--- src/rtl/seq_mul_div.sv ---
// seq_mul_div: sequential signed multiplier / restoring divider.
// Operands arrive one at a time on Data (first load edge -> A, second -> B).
// A start runs a radix-2 shift-add multiply or a restoring divide. The
// latency is fixed at WORD_LENGTH+2 edges, including the error cases.
// Result holds either the 2W-bit product or {remainder, quotient}.
// Optional build macro SEQ_MUL_DIV_SIGN_SEL_EN adds an is_signed input.
// That input is latched with op and, when 0, selects unsigned operation.
module seq_mul_div #(
    parameter int WORD_LENGTH = 8
) (
    input  logic                       clk,
    input  logic                       reset,
    input  logic                       load,
    input  logic                       start,
    input  logic                       op,
`ifdef SEQ_MUL_DIV_SIGN_SEL_EN
    input  logic                       is_signed,
`endif
    input  logic [WORD_LENGTH-1:0]     Data,
    output logic                       stored,
    output logic                       busy,
    output logic                       ready,
    output logic                       error,
    output logic [2*WORD_LENGTH-1:0]   Result
);
    localparam int W  = WORD_LENGTH;
    localparam int CW = (W > 2) ? $clog2(W) : 1;
    localparam logic [CW-1:0] LAST_CNT = CW'(W - 1);
    localparam logic [W-1:0]  MIN_VAL  = {1'b1, {(W-1){1'b0}}};

    localparam logic [2:0] IDLE = 3'd0;
    localparam logic [2:0] PREP = 3'd1;
    localparam logic [2:0] CALC = 3'd2;
    localparam logic [2:0] FIX  = 3'd3;
    localparam logic [2:0] DONE = 3'd4;

    logic [2:0]    state;
    logic [CW-1:0] cnt;
    logic          load_d;
    logic          ptr_b;        // 0: next capture goes to A, 1: to B
    logic [W-1:0]  a_reg, b_reg;
    logic          op_r, sgn_r;

    // Shared datapath: multiply uses {rem,quo} as the shifting product with
    // opnd = |A|. Divide uses rem as the partial remainder, quo as the
    // dividend/quotient shifter, and opnd = |B|.
    logic [W:0]    rem;
    logic [W-1:0]  quo, opnd;
    logic          neg_r, a_neg_r, dz_r, err_r;

    logic          sgn_in;
`ifdef SEQ_MUL_DIV_SIGN_SEL_EN
    assign sgn_in = is_signed;
`else
    assign sgn_in = 1'b1;
`endif

    logic load_edge, start_acc, capture;
    assign load_edge = load & ~load_d & ~busy;
    assign start_acc = start & stored & ~busy;
    // A start accepted in the same cycle wins, so the operands stay frozen
    assign capture   = load_edge & ~start_acc;

    logic         a_neg, b_neg;
    logic [W-1:0] abs_a, abs_b;
    assign a_neg = sgn_r & a_reg[W-1];
    assign b_neg = sgn_r & b_reg[W-1];
    // -MIN wraps back to the MIN bit pattern, which read unsigned is 2^(W-1)
    assign abs_a = a_neg ? -a_reg : a_reg;
    assign abs_b = b_neg ? -b_reg : b_reg;

    logic [W:0]   shifted, sum;
    logic [W-1:0] addend;
    logic         div_ge;
    assign shifted = {rem[W-1:0], quo[W-1]};
    assign div_ge  = shifted >= {1'b0, opnd};
    assign addend  = quo[0] ? opnd : '0;
    assign sum     = rem + {1'b0, addend};

    logic [2*W-1:0] mag, prod;
    logic [W-1:0]   q_fix, r_fix;
    assign mag   = {rem[W-1:0], quo};
    assign prod  = neg_r ? -mag : mag;
    // On divide by zero the quotient is forced to all ones and the
    // remainder to the raw dividend, whatever the sign handling produced
    assign q_fix = dz_r ? '1    : (neg_r   ? -quo        : quo);
    assign r_fix = dz_r ? a_reg : (a_neg_r ? -rem[W-1:0] : rem[W-1:0]);

    // Control: load-edge capture, operand pointer, FSM sequencing and handshake flags
    always_ff @(posedge clk) begin
        if (reset) begin
            state  <= IDLE;
            cnt    <= '0;
            load_d <= 1'b0;
            ptr_b  <= 1'b0;
            a_reg  <= '0;
            b_reg  <= '0;
            op_r   <= 1'b0;
            sgn_r  <= 1'b0;
            stored <= 1'b0;
            busy   <= 1'b0;
            ready  <= 1'b0;
        end else begin
            load_d <= load;
            case (state)
                IDLE, DONE: begin
                    if (start_acc) begin
                        state  <= PREP;
                        busy   <= 1'b1;
                        ready  <= 1'b0;
                        stored <= 1'b0;
                        op_r   <= op;
                        sgn_r  <= sgn_in;
                    end else if (capture) begin
                        state <= IDLE;
                        ready <= 1'b0;
                        ptr_b <= ~ptr_b;
                        if (ptr_b) begin
                            b_reg  <= Data;
                            stored <= 1'b1;
                        end else begin
                            a_reg  <= Data;
                            stored <= 1'b0;
                        end
                    end
                end
                PREP: begin
                    state <= CALC;
                    cnt   <= '0;
                end
                CALC: begin
                    cnt <= cnt + 1'b1;
                    if (cnt == LAST_CNT) state <= FIX;
                end
                FIX: begin
                    state <= DONE;
                    busy  <= 1'b0;
                    ready <= 1'b1;
                end
                default: state <= IDLE;
            endcase
        end
    end

    // Datapath: magnitude/sign prep, one multiply or divide step per CALC cycle, sign fix into Result
    always_ff @(posedge clk) begin
        if (reset) begin
            rem     <= '0;
            quo     <= '0;
            opnd    <= '0;
            neg_r   <= 1'b0;
            a_neg_r <= 1'b0;
            dz_r    <= 1'b0;
            err_r   <= 1'b0;
            error   <= 1'b0;
            Result  <= '0;
        end else begin
            case (state)
                PREP: begin
                    rem     <= '0;
                    quo     <= op_r ? abs_a : abs_b;
                    opnd    <= op_r ? abs_b : abs_a;
                    neg_r   <= a_neg ^ b_neg;
                    a_neg_r <= a_neg;
                    dz_r    <= op_r & (b_reg == '0);
                    err_r   <= op_r & ((b_reg == '0) |
                                       (sgn_r & (a_reg == MIN_VAL) & (b_reg == '1)));
                end
                CALC: begin
                    if (op_r) begin
                        rem <= div_ge ? (shifted - {1'b0, opnd}) : shifted;
                        quo <= {quo[W-2:0], div_ge};
                    end else begin
                        rem <= {1'b0, sum[W:1]};
                        quo <= {sum[0], quo[W-1:1]};
                    end
                end
                FIX: begin
                    Result <= op_r ? {r_fix, q_fix} : prod;
                    error  <= err_r;
                end
                default: ;
            endcase
        end
    end
endmodule

--- config.mk ---
export PLATFORM = sky130hd
export DESIGN_NAME = seq_mul_div
export DESIGN_NICKNAME = d
export VERILOG_FILES = /design/src/rtl/seq_mul_div.sv
export SDC_FILE = /design/constraint.sdc
export NUM_CORES = 1
export LEC_CHECK = 0
export BUFFER_PORTS_ARGS = -buffer_cell sky130_fd_sc_hd__buf_4
export CAP_MARGIN = 20
export CELL_PAD_IN_SITES_DETAIL_PLACEMENT = 0
export CELL_PAD_IN_SITES_GLOBAL_PLACEMENT = 2
export CORE_ASPECT_RATIO = 1.5
export CORE_UTILIZATION = 40
export DETAILED_ROUTE_END_ITERATION = 10
export HOLD_SLACK_MARGIN = 0.06
export PLACE_DENSITY = 0.84
export SYNTH_ARGS = -nofsm -noshare
export SYNTH_HDL_FRONTEND = slang
export SYNTH_SLANG_ARGS = --single-unit
--- constraint.sdc ---
create_clock -name clk -period 5.2 [get_ports clk]
set_input_delay 0.78 -clock clk [delete_from_list [all_inputs] [get_ports clk]]
set_output_delay 0.78 -clock clk [all_outputs]
set_load 0.01 [all_outputs]
---- After elaboration in Yosys (flattened, before gate mapping) ----
Cells that the tools add are included.
word-level totals
  bits in registers ....................... 75
  input port bits ......................... 13
operators by class
  add/sub/neg operators ................... 8
  order comparisons ....................... 1
  equal/unequal tests ..................... 10
  muxes and demuxes ....................... 29
  bitwise gates (word level) .............. 17
  reduce and logical (&&, ||, !) cells .... 14
operators with widths
  kind                count
  $mux 8              10
  $mux 16             2
  $neg 8->8           4
  $mux 9              2
  $pmux 9 s2          1
  $eq 8x8->1 const B  2
  $neg 16->16         1
  $pmux 8 s2          1
  $pmux 3 s4          1
  $and 1x1->1         11
  $reduce_and 2->1    5
  $add 9x8->9         1
  $ge 9x8->1          1
  $mux 3              3
  $sub 9x8->9         1
  $logic_not 8->1     1
  $reduce_and 4->1    2
  $eq 3x2->1 const B  2
  $eq 3x3->1 const B  2
  $mux 1              6
  $pmux 3 s2          1
  $reduce_bool 2->1   3
  $ne 2x2->1 const B  2
  $not 1->1           4
  9 further kinds     10

---- Logic depth before layout (Yosys ltp) ----
  depth in word-level cells ............... 7
  depth in mapped cells ................... 10

---- Worst setup path after synthesis ----
OpenSTA, ideal clock, no wires.
  kind .................................... register -> register
  start point ............................. register quo[7]
  end point ............................... register rem[8]
  arrival ................................. 2.175 ns
  path slack .............................. 2.965 ns
  stages on the path, launching flop included .. 11
  path buffers ............................ 0
  cells stage by stage .................... dfxtp_1 inv_1 ha_1 inv_1 fa_1 a211o_1 a21o_1 a21oi_1 o21ai_0 or4_1 nand2_1
between the ends
  longest elaborated chain between the ends .. 4
  elaborated cells between the ends (all ways) .. 5
ends and longest elaborated chain
  element                                    RTL line  source
  start, declared                            48        logic [W-1:0] quo, opnd;
  start signal, assigned                     161       quo <= op_r ? abs_a : abs_b;
  start signal, assigned                     172       quo <= {quo[W-2:0], div_ge};
  start signal, assigned                     175       quo <= {sum[0], quo[W-1:1]};
  $sub 9x8->9 or $ge 9x8->1 (tied branches)  171, 76
  $mux 9 (*)                                 171       rem <= div_ge ? (shifted - {1'b0, opnd}) : shifted;
  $mux 9 (*)                                 170       if (op_r) begin
  $pmux 9 s2 (*)                             158       case (state)
  end signal, assigned                       171
  end signal, assigned                       174       rem <= {1'b0, sum[W:1]};
  end, declared                              47        logic [W:0] rem;
Mark *: on every way between the ends. The rest lies on a longest branch, timed or not.
A chain may end at the register's enable or synchronous reset.

---- Final worst setup path ----
  start point ............................. register quo[0]
  end point ............................... register rem[6]
between the ends
  longest elaborated chain between the ends .. 4
ends and longest elaborated chain
  element      RTL line  source
  $mux 8       77        assign addend = quo[0] ? opnd : '0;
  $add 9x8->9  78        assign sum = rem + {1'b0, addend};
  $mux 9       170
  $pmux 9 s2   158
No other way between the ends.

==> qor.tcl <==
set qor(worstPathBufferInverterCount) 1
set qor(post_cts_setup_driven_buffer_insertion_count) 0
set qor(gp_weighted_congestion) 0.834
set qor(design.portCount) 33
set qor(asyncSetResetFlopFracSynth) 0
set qor(final_setup_tns_ps) 0
set qor(diodes) 0
set qor(crit_path_cell_trace) {clkinv_1, nor2_1, ha_1, o21ai_0, o21bai_1, a2111oi_0, o21ai_0, o31ai_1, o31ai_1}
set qor(num_vias) 4302
set qor(timing.critical_path.max_delay_family) {compound AO/OA/AOI/OAI gates}
set qor(synth_cells) 601
set qor(syn_avg_cell_area_um2) 8.09
set qor(cts-root-to-sink-buffers) 2
set qor(syn_to_final_growth_pct) 12.1
set qor(rsz0062_at_grt) {no}
set qor(postSynth.topFlopCell) {sky130_fd_sc_hd__dfxtp_1}
set qor(placeableCoreArea_um2) 11900
set qor(final_min_period_over_clock_period) 0.504
set qor(max-slew-margin-rel) 0.310
set qor(gr-usage-met1) 0.280
set qor(clkSlewWorstSetupHoldPaths_ps) 70
set qor(largest_registers) {Result (16), rem (9)}
set qor(drive_above_1_share) 0.111
set qor(setup_cp_type) {flop to flop}
set qor(pre_cts_slack_ps) 2660
set qor(critPathMaxStageDelay_ps) 570
set qor(timing.hold.worst_endpoint) {Result[10]$_SDFFE_PP0P_}
set qor(firstDrtPassIters) 4
set qor(largest_reg_flops) 16
set qor(setup_viol_count_final) 0
set qor(layout_commonest_cell) {sky130_fd_sc_hd__nor2_1}
set qor(static-leakage-power_nw) 2.17
set qor(timing.fmax_mhz) 382
set qor(most-common-layout-cells) {83 x sky130_fd_sc_hd__nor2_1, 74 x sky130_fd_sc_hd__dfxtp_1, 51 x sky130_fd_sc_hd__nand2_1}
set qor(finalWorstPathRequiredPeriod_ps) 2620
set qor(worst_slew_pin_slew_ps) 1040
set qor(fp.dieW_um) 92.0
set qor(netlist-cell-type-count) 70
set qor(worst-endpoint-required_ps) 5420
set qor(cp_data_arrival_time_ps) 2840
set qor(netlist_area_um2) 4860
set qor(hold_viol_final) 0
set qor(final_clock_skew_ps) 6.26
set qor(wirelength_um) 14200
set qor(setup.worst_path.end_class) {flop}
set qor(globalRouteMet2Util) 0.412
set qor(hp-class) {flop to flop}
set qor(rows) 49
set qor(global_route_wire_length_before_repair_um) 22900
set qor(global_route.overflow_total) 0
set qor(largest-register) {Result}
set qor(first_global_vias) 4261
set qor(grt_antenna_before_repair) 0
set qor(ys.warnings.count) 0
set qor(drt_iter0_drc) 310
set qor(layout.nets) 648
set qor(main_combinational_cell_family_by_area_after_synthesis) {compound AO/OA/AOI/OAI gates}
set qor(post-dp-hpwl_um) 10500
set qor(hold_depth) 2
set qor(largest_net_degree_at_the_start_of_global_routing) 72
set qor(cts.htree.levels) 3
set qor(postCtsResizedCells) 0
set qor(fin_ws_ps) 2580
set qor(clock_insertion_delay_worst_skew_ps) 340
set qor(tritoncts) {yes}
set qor(fp.dieH_um) 137
set qor(ir_drop_v) 0.000160
set qor(starting_density) 0.409
set qor(io_buffer_count) 32
set qor(vias_per_cell) 5.60
set qor(max-cap-violations) 0
set qor(seq_area_frac_synth) 0.309
set qor(cts_made_buffers) 9
set qor(final-max-slew-violation-count) 0
set qor(fillCellCount) 1244
set qor(post_route_drc_violation_count) 0
set qor(arithmetic_cell_share_of_the_synthesized_area_counting_full_adders_half_adders_and_majority_gates) 0.0674
set qor(clock-sinks) 75
set qor(routedWlPerCell_um) 18.5
set qor(crit_path_max_fanout) 9
set qor(grt_util_met3) 0.0350
set qor(global_route.usage.total) 0.238
set qor(syn-num-nets) 639
set qor(crit-reg2reg-capture) {rem[6]$_SDFFE_PP0P_}
set qor(cp_slowest_cell) {sky130_fd_sc_hd__a2111oi_0}
set qor(min_delay_startpoint) {Result[10]$_SDFFE_PP0P_}
set qor(pwr_density_cell_nw_per_um2) 251
set qor(yosys_register_bits) 75
set qor(die-area_um2) 12600
set qor(postRouteAntennaNets) 0
set qor(timing.reg2reg.setup_slack_ps) 2580
set qor(synth-edff-count) 0
set qor(synth_xor_area_frac) 0.0667
set qor(startpoint_type) {flop}
set qor(grt_busiest_layer) {met2}
set qor(clock_tree.root_cell) {sky130_fd_sc_hd__clkbuf_16}
set qor(cts_hold_repair.buffers) 0
set qor(synth_mux_area_frac) 0.0824
set qor(synth-compound-area-share) 0.212
set qor(synth_simple_gate_area_frac) 0.204
set qor(critical_path.reg2reg.startpoint) {quo[0]$_SDFFE_PP0P_}
set qor(outcome) {complete, no violations}
set qor(worst-r2r-cell-count) 9
## routing by layer
metal / up-vias / part of all wire / routed length (um)
met2: 88 / 0.51 / 7210
met4: 0 / 0.041 / 576
met5: - / 0 / 0
met3: 32 / 0.028 / 393
met1: 2012 / 0.42 / 5990
li1: 2170 / - / -
## how the worst max path moves through the flow
stage                                    from             endpoint  slack [ps]  cells past startpoint
after floorplan           quo[7]$_SDFFE_PP0P_  rem[8]$_SDFFE_PP0P_        2970                     10
after global placement    quo[7]$_SDFFE_PP0P_  rem[8]$_SDFFE_PP0P_        2750                     10
after detailed placement  quo[0]$_SDFFE_PP0P_  rem[6]$_SDFFE_PP0P_        2660                      9
after CTS                 quo[0]$_SDFFE_PP0P_  rem[6]$_SDFFE_PP0P_        2630                      9
after global routing      quo[0]$_SDFFE_PP0P_  rem[6]$_SDFFE_PP0P_        2390                      9
final                     quo[0]$_SDFFE_PP0P_  rem[6]$_SDFFE_PP0P_        2580                      9
## stage by stage
stage / hold WS (ps) / utilization / cells / power (W) / instance area, um2
final: 457 / 0.458 / 768 / 0.00137 / 5450
after global placement: 445 / 0.432 / 752 / 0.000728 / 5140
after global routing: 483 / 0.458 / 768 / 0.00142 / 5450
after floorplan: 432 / - / 601 / 0.000695 / 4860
after detailed placement: 448 / 0.432 / 752 / 0.000729 / 5140
after CTS: 459 / 0.458 / 768 / 0.00138 / 5450
## cell type report
cell class	instances	area [um2]	share of cell area
multi-input combinational	459	3070	0.564
sequential	75	1500	0.276
timing repair buffer	35	263	0.0482
clock buffer	9	225	0.0413
tap	153	191	0.0351
inverter	30	113	0.0207
clock inverter	7	83.8	0.0154
## cells in the mapped netlist (all sizes together), types with 4 or more instances
| cell | number | area share |
|---|---|---|
| a311oi | 10 | 0.018 |
| a21o | 5 | 0.0077 |
| a31oi | 5 | 0.0077 |
| nor3 | 11 | 0.013 |
| mux2i | 40 | 0.082 |
| nand3 | 17 | 0.019 |
| dfxtp | 75 | 0.31 |
| nor2 | 85 | 0.069 |
| o21a | 5 | 0.0077 |
| inv | 29 | 0.022 |
| o211ai | 7 | 0.011 |
| or4 | 6 | 0.0093 |
| a21oi | 50 | 0.051 |
| xnor2 | 25 | 0.045 |
| nand2 | 52 | 0.042 |
| ha | 23 | 0.059 |
| o21ai | 24 | 0.025 |
| a211oi | 9 | 0.014 |
| nand2b | 7 | 0.0090 |
| nor4 | 4 | 0.0082 |
| clkbuf | 23 | 0.018 |
| o31ai | 5 | 0.0077 |
| nand4 | 4 | 0.0051 |
| a22oi | 5 | 0.0077 |
| buf | 14 | 0.018 |
| xor2 | 12 | 0.022 |
## power breakdown
part	total (W)	switching [W]	internal [W]
Clock	0.000651	0.000271	0.000380
Sequential	0.000606	0.0000194	0.000586
Combinational	0.000111	0.0000660	0.0000445
## worst reg2reg max path: cells and delay by family, from the launching register on
| family | cells | cell delay (ps) |
|---|---|---|
| simple gates | 1 | 190 |
| buf+inv | 1 | 290 |
| fa+ha+maj | 1 | 280 |
| flops | 1 | 420 |
| compound gates | 6 | 1340 |
## kinds of logic (layout without fill, tap and decap cells)
family	count (synthesis)	count (layout)
flip-flops	75	75
adder cells (fa/ha/maj)	25	25
AND/OR/NAND/NOR	204	204
multiplexers	40	40
AO/OA/AOI/OAI	153	153
XOR/XNOR	37	37
buffers and inverters	67	81
No activity file was read; power rests on OpenSTA's default activity.
